`config.mk`:
```
export PLATFORM = sky130hd
export DESIGN_NAME = imem_arbiter
export DESIGN_NICKNAME = d
export VERILOG_FILES = /design/src/rtl/imem_arb_pkg.sv /design/src/rtl/imem_addr_chk.sv /design/src/rtl/imem_arbiter.sv
export SDC_FILE = /design/constraint.sdc
export NUM_CORES = 1
export LEC_CHECK = 0
export BUFFER_PORTS_ARGS = -buffer_cell sky130_fd_sc_hd__clkbuf_2
export CAP_MARGIN = 20
export CORE_AREA = 2 2 95 97
export CTS_CLUSTER_SIZE = 25
export DETAILED_ROUTE_END_ITERATION = 8
export DIE_AREA = 0 0 97 99
export PLACE_DENSITY = 0.54
export SLEW_MARGIN = 5
export SYNTH_ARGS = -nofsm -noshare
export SYNTH_HDL_FRONTEND = slang
export SYNTH_HIERARCHICAL = 1
export SYNTH_SLANG_ARGS = --single-unit
```
`constraint.sdc`:
```
create_clock -name clk -period 2.4 [get_ports clk]
set_input_delay 0.36 -clock clk [delete_from_list [all_inputs] [get_ports clk]]
set_output_delay 0.36 -clock clk [all_outputs]
set_load 0.005 [all_outputs]
```
`src/rtl/imem_arb_pkg.sv`:
```
// imem_arb_pkg: shared types and constants for the instruction-memory arbiter
package imem_arb_pkg;
  localparam int IMEM_WORD_W = 32;
  typedef enum logic [1:0] {ST_RUN, ST_LOCKED, ST_DRAIN} state_e;
  typedef enum logic [1:0] {OWN_NONE, OWN_IF, OWN_LD} owner_e;
endpackage

```
`src/rtl/imem_addr_chk.sv`:
```
// imem_addr_chk: flags misaligned or out-of-range byte addresses and extracts the word index
module imem_addr_chk
  import imem_arb_pkg::*;
#(
  parameter int MEM_AW = 8
) (
  input  logic [IMEM_WORD_W-1:0] i_addr,
  output logic                   o_bad,
  output logic [MEM_AW-1:0]      o_idx
);
  assign o_bad = (i_addr[1:0] != 2'b00) || ((i_addr >> (MEM_AW + 2)) != '0);
  assign o_idx = i_addr[MEM_AW+1:2];
endmodule

```
`src/rtl/imem_arbiter.sv`:
```
// imem_arbiter: shares one synchronous instruction RAM between fetch and loader ports; define IMEM_ARB_RR_EN for round-robin arbitration
module imem_arbiter
  import imem_arb_pkg::*;
#(
  parameter int MEM_AW = 8
) (
  input  logic                   clk,
  input  logic                   reset,
  input  logic                   if_req_valid,
  input  logic [IMEM_WORD_W-1:0] if_req_addr,
  output logic                   if_req_ready,
  input  logic                   if_flush,
  output logic                   if_rsp_valid,
  output logic [IMEM_WORD_W-1:0] if_rsp_data,
  output logic                   if_rsp_err,
  input  logic                   ld_req_valid,
  input  logic                   ld_req_we,
  input  logic [IMEM_WORD_W-1:0] ld_req_addr,
  input  logic [IMEM_WORD_W-1:0] ld_req_wdata,
  output logic                   ld_req_ready,
  input  logic                   ld_lock,
  output logic                   ld_rsp_valid,
  output logic [IMEM_WORD_W-1:0] ld_rsp_data,
  output logic                   ld_rsp_err,
  output logic                   mem_en,
  output logic                   mem_we,
  output logic [MEM_AW-1:0]      mem_addr,
  output logic [IMEM_WORD_W-1:0] mem_wdata,
  input  logic [IMEM_WORD_W-1:0] mem_rdata,
  output logic                   locked
);
  logic              w_if_bad, w_ld_bad, w_ld_win;
  logic [MEM_AW-1:0] w_if_idx, w_ld_idx;
  state_e            r_state;
  owner_e            r_own;
  logic              r_err, r_wr, r_locked;

  imem_addr_chk #(.MEM_AW(MEM_AW)) u_if_chk (.i_addr(if_req_addr), .o_bad(w_if_bad), .o_idx(w_if_idx));
  imem_addr_chk #(.MEM_AW(MEM_AW)) u_ld_chk (.i_addr(ld_req_addr), .o_bad(w_ld_bad), .o_idx(w_ld_idx));

`ifdef IMEM_ARB_RR_EN
  logic r_rr_ld;
  assign w_ld_win = r_rr_ld;
  // pointer flips on every RUN conflict so the loser wins the next one
  always_ff @(posedge clk or posedge reset)
    if (reset) r_rr_ld <= 1'b1;
    else if (r_state == ST_RUN && if_req_valid && ld_req_valid) r_rr_ld <= !r_rr_ld;
`else
  assign w_ld_win = 1'b1;
`endif

  assign ld_req_ready = !reset && ld_req_valid &&
                        (r_state == ST_LOCKED || (r_state == ST_RUN && (!if_req_valid || w_ld_win)));
  assign if_req_ready = !reset && if_req_valid && r_state == ST_RUN && !(ld_req_valid && w_ld_win);

  assign mem_en    = (ld_req_ready && !w_ld_bad) || (if_req_ready && !w_if_bad);
  assign mem_we    = ld_req_ready && !w_ld_bad && ld_req_we;
  assign mem_addr  = ld_req_ready ? w_ld_idx : w_if_idx;
  assign mem_wdata = ld_req_ready ? ld_req_wdata : '0;

  // remember owner and kind of the single outstanding access for next-cycle response
  always_ff @(posedge clk or posedge reset)
    if (reset) begin
      r_own <= OWN_NONE;
      r_err <= 1'b0;
      r_wr  <= 1'b0;
    end else begin
      r_own <= ld_req_ready ? OWN_LD : if_req_ready ? OWN_IF : OWN_NONE;
      r_err <= ld_req_ready ? w_ld_bad : w_if_bad;
      r_wr  <= ld_req_ready && ld_req_we;
    end

  assign if_rsp_valid = r_own == OWN_IF && !if_flush;
  assign if_rsp_data  = (if_rsp_valid && !r_err) ? mem_rdata : '0;
  assign if_rsp_err   = if_rsp_valid && r_err;
  assign ld_rsp_valid = r_own == OWN_LD;
  assign ld_rsp_data  = (ld_rsp_valid && !r_err && !r_wr) ? mem_rdata : '0;
  assign ld_rsp_err   = ld_rsp_valid && r_err;

  // ownership FSM; DRAIN grants nothing, so one cycle there empties the pipeline
  always_ff @(posedge clk or posedge reset)
    if (reset) begin
      r_state  <= ST_RUN;
      r_locked <= 1'b0;
    end else begin
      case (r_state)
        ST_RUN:    if (ld_lock) begin r_state <= ST_LOCKED; r_locked <= 1'b1; end
        ST_LOCKED: if (!ld_lock) begin r_state <= ST_DRAIN; r_locked <= 1'b0; end
        default:   begin r_state <= ST_RUN; r_locked <= 1'b0; end
      endcase
    end

  assign locked = r_locked;
endmodule

```
==> metrics list <==
- Final max-slew violation count: 0
* Number of buffers between clock root and the deepest sink: 2
* Worst setup path class: input port to output port
- From bottom edge to top edge, the die measures 99 µm.
* Via count: about 2000
- Counting every instance in the synthesized netlist gives about 170.
- Clock tree from TritonCTS: yes
- Yosys attributes the largest share of cell area to and2_1 47%, dfrtp_1 11%, buf_4 9.2%.
- Site Rows: 34
- Setup repair after global routing left no endpoint under its margin.
* Proportion of synthesized chip area in sequential cells: 0.115
* Clk sink count: 6
- In the final timing run, aggregate negative setup slack is 0 ns.
- Final global-route overflow total: 0
* Slew at the pin closest to its max-slew limit: 0.290 ns
- After detailed routing, the average wire length per cell comes to slightly above 10 µm.
- Share of cells above drive strength 1: 0.669
- Finish-stage setup viols: 0
- Summed over all nets, the switching power comes to 124 µW.
- Entering global routing, the biggest net connects 33 pins.
- The run finished with clean final reports.
- The top cell types in the final layout, fill and taps aside, are 247 x clkbuf_2, 99 x and2_1, 13 x nor4_1.
* # nets final: 536
- CP dominant cell by count: clkbuf_2
- CTS Hold Bufs: 0
- The slowest stage of the critical path is the or4b_1 cell.
* Flops & latches, synth: 6
* Final min period: around 2.2 ns
- HPWL after DPL: 4840 µm
- The die covers ~0.0096 mm².
* Part of the total power dissipated in sequential elements: 0.237
- For this configuration, the core starts out at a cell density of 0.153.
- Data on the critical path is required at its endpoint by between 2 and 2.5 ns.
- Top cell type's share of synthesized area: 0.473
- Post-synthesis net count: between 300 and 400
- Setup clock skew after layout: 0.00310 ns
- The internal power of the cells totals ~350 µW.
- The worst pin sits at a relative slew slack of 0.805.
* Clock-pin transition on the worst setup and hold timing paths: roughly 0.040 ns
- Top fanout value on the critical path: 2
- Number of DRC violations after detailed-routing iteration 0: 11
- VDD sags by at most 0.0984 mV.
- Switch share: 0.262
* Worst min-delay path category: input port to asynchronous set/reset pin
- Number of top-level design ports: around 250
* Ys Warns: 6
* Number of buffers created by CTS: 3
- In the routed design, unresolved DRC markers number 0.
* Hold violation total from the final report: 0
- Vias in the first global route: between 1500 and 2000
* Overall Global Routing Usage: 0.0951
- The first global-routing pass estimated 7830 µm of wire.
- Crit path DAT: 1.88 ns
* Resized Gates After CTS: 0
- Source-to-sink clock delay at the later pin of the worst-skew pair: ~0.22 ns
* Overall die width: roughly 97 µm
- Yosys top cell by area: and2_1
* Combinational fraction of design power: 0.453
- In this run the number of H-tree levels came out at 1.
- Dividing total power by cell area gives a power density of 183 mW/mm².
- The number of setup buffers added after CTS is 0.
* Placer congestion estimate: approximately 0.70
- Using the TritonRoute via totals, the vias-per-cell ratio works out to 3.93.
- Area of the placeable core: 0.00855 mm²
* Synth cell types: 21
- Static timing analysis puts the maximum clock frequency at ~0.45 GHz.
- Growth of design area from synthesis to finish: 97.7%
- Antenna violations before repair: 0
- Port Buf Inserts: ~250
- The count of nets left with antenna violations once routing finished came out at 0.
* Crit path largest cell delay: 0.49 ns
- The signal on the critical path passes through clkbuf_2, nor4_1, and4_1, nand3_1, or4b_1, a211oi_1, clkbuf_2.
* Fraction of the cycle the final worst path needs: 0.933
- Count of TritonRoute iterations in the first routing pass: 2
- Sort of element at the end of the critical path: output port
- The number of buffers and inverters on the critical path is 2.
- Mapped Avg Cell Area: roughly 7.7 µm²
- STA classifies the critical path startpoint as an input port.
- Fraction of power consumed by the clock network: 0.310
- Hold WS: approximately 0.11 ns
* Max-cap violations: 0
- Antenna cells: 0
- Cell family contributing the most delay on the critical path: simple AND/OR/NAND/NOR gates
- The synthesized netlist occupies a cell area of approximately 0.0013 mm².
* Wire length reported by the detailed router: 5250 µm
- For this design the static power due to leakage is ~0.0016 µW.
* Most common cell after layout, fill and taps aside: clkbuf_2
- The tree is rooted in a clkbuf_8.
[cell type report]
class,instances,area [µm²]
fill,947,5960
clock buffer,3,41.3
timing repair buffer,251,1270
tap,108,135
inverter,1,3.75
multi-input combinational,138,993
sequential,6,150
[cell families (layout without fill, tap and decap cells)]
logic type             Yosys count  after routing  synth area share
AND/OR/NAND/NOR                128            128             0.656
buffers and inverters           27            255             0.132
AO/OA/AOI/OAI                    1              1           0.00573
flip-flops                       6              6             0.115
multiplexers                     9              9            0.0917
[registers in the layout, summed over array words and instances, names as in the netlist]
name,flops
r_own,2
r_state,2
r_err,1
r_wr,1
[cell usage after synthesis]
master,n
and4_1,2
nand3_1,2
clkbuf_2,2
mux2_2,4
inv_1,1
mux2_4,5
clkbuf_1,6
nor4_1,14
buf_2,1
nor3b_1,2
and3b_1,1
dfrtp_1,6
buf_4,16
or4b_1,1
nor2b_1,2
nor3b_4,1
nand2b_1,2
nor4b_4,2
and2_1,99
buf_6,1
a211oi_1,1
[final timing paths]
path,start,to,slack (ns),cells past startpoint
max reg2reg,r_state[1]$_DFFE_PP0P_,r_err$_DFF_PP0_,1.22,2
max in group asynchronous,reset,r_own[1]$_DFF_PP0_,2.10,2
min reg2reg,r_state[0]$_DFFE_PP0P_,r_state[1]$_DFFE_PP0P_,0.58,1
min,reset,r_state[1]$_DFFE_PP0P_,0.11,2
min in group clk,ld_lock,r_state[1]$_DFFE_PP0P_,0.31,2
max,if_req_addr[1],mem_en,0.16,7
[power by group through the flow]
stage | combinational, µW | clock [µW] | sequential, µW
floorplan | 82.8 | 0 | 112
global placement | 214 | 0 | 114
CTS | 218 | 152 | 113
detailed placement | 217 | 0 | 114
finish | 215 | 147 | 112
global route | 238 | 161 | 113
[worst reg2reg max path: stages, from the launching register on]
cell and delay (ns):
dfrtp_1 0.45, nor3b_4 0.24, mux2_2 0.37
[metal layers]
metal / routed length (µm) / global-route usage / vias to the layer above
met4: 19 / 0.0249 / 0
met3: 613 / 0.0241 / 2
met5: 0 / 0 / -
met2: 2710 / 0.188 / 134
li1: - / - / 999
met1: 1900 / 0.0996 / 860
[through the flow]
step | area [µm²] | instances | total power, µW | utilization | setup WS (ns)
2_1_floorplan | 1310 | 171 | 195 | - | 0.483
5_1_grt | 2590 | 507 | 512 | 0.303 | 0.00355
6_report | 2590 | 507 | 475 | 0.303 | 0.161
3_5_place_dp | 2540 | 504 | 331 | 0.297 | 0.171
4_1_cts | 2580 | 507 | 483 | 0.302 | 0.164
3_3_place_gp | 2540 | 504 | 328 | 0.297 | 0.194
Power figures use the tool's default switching activity.
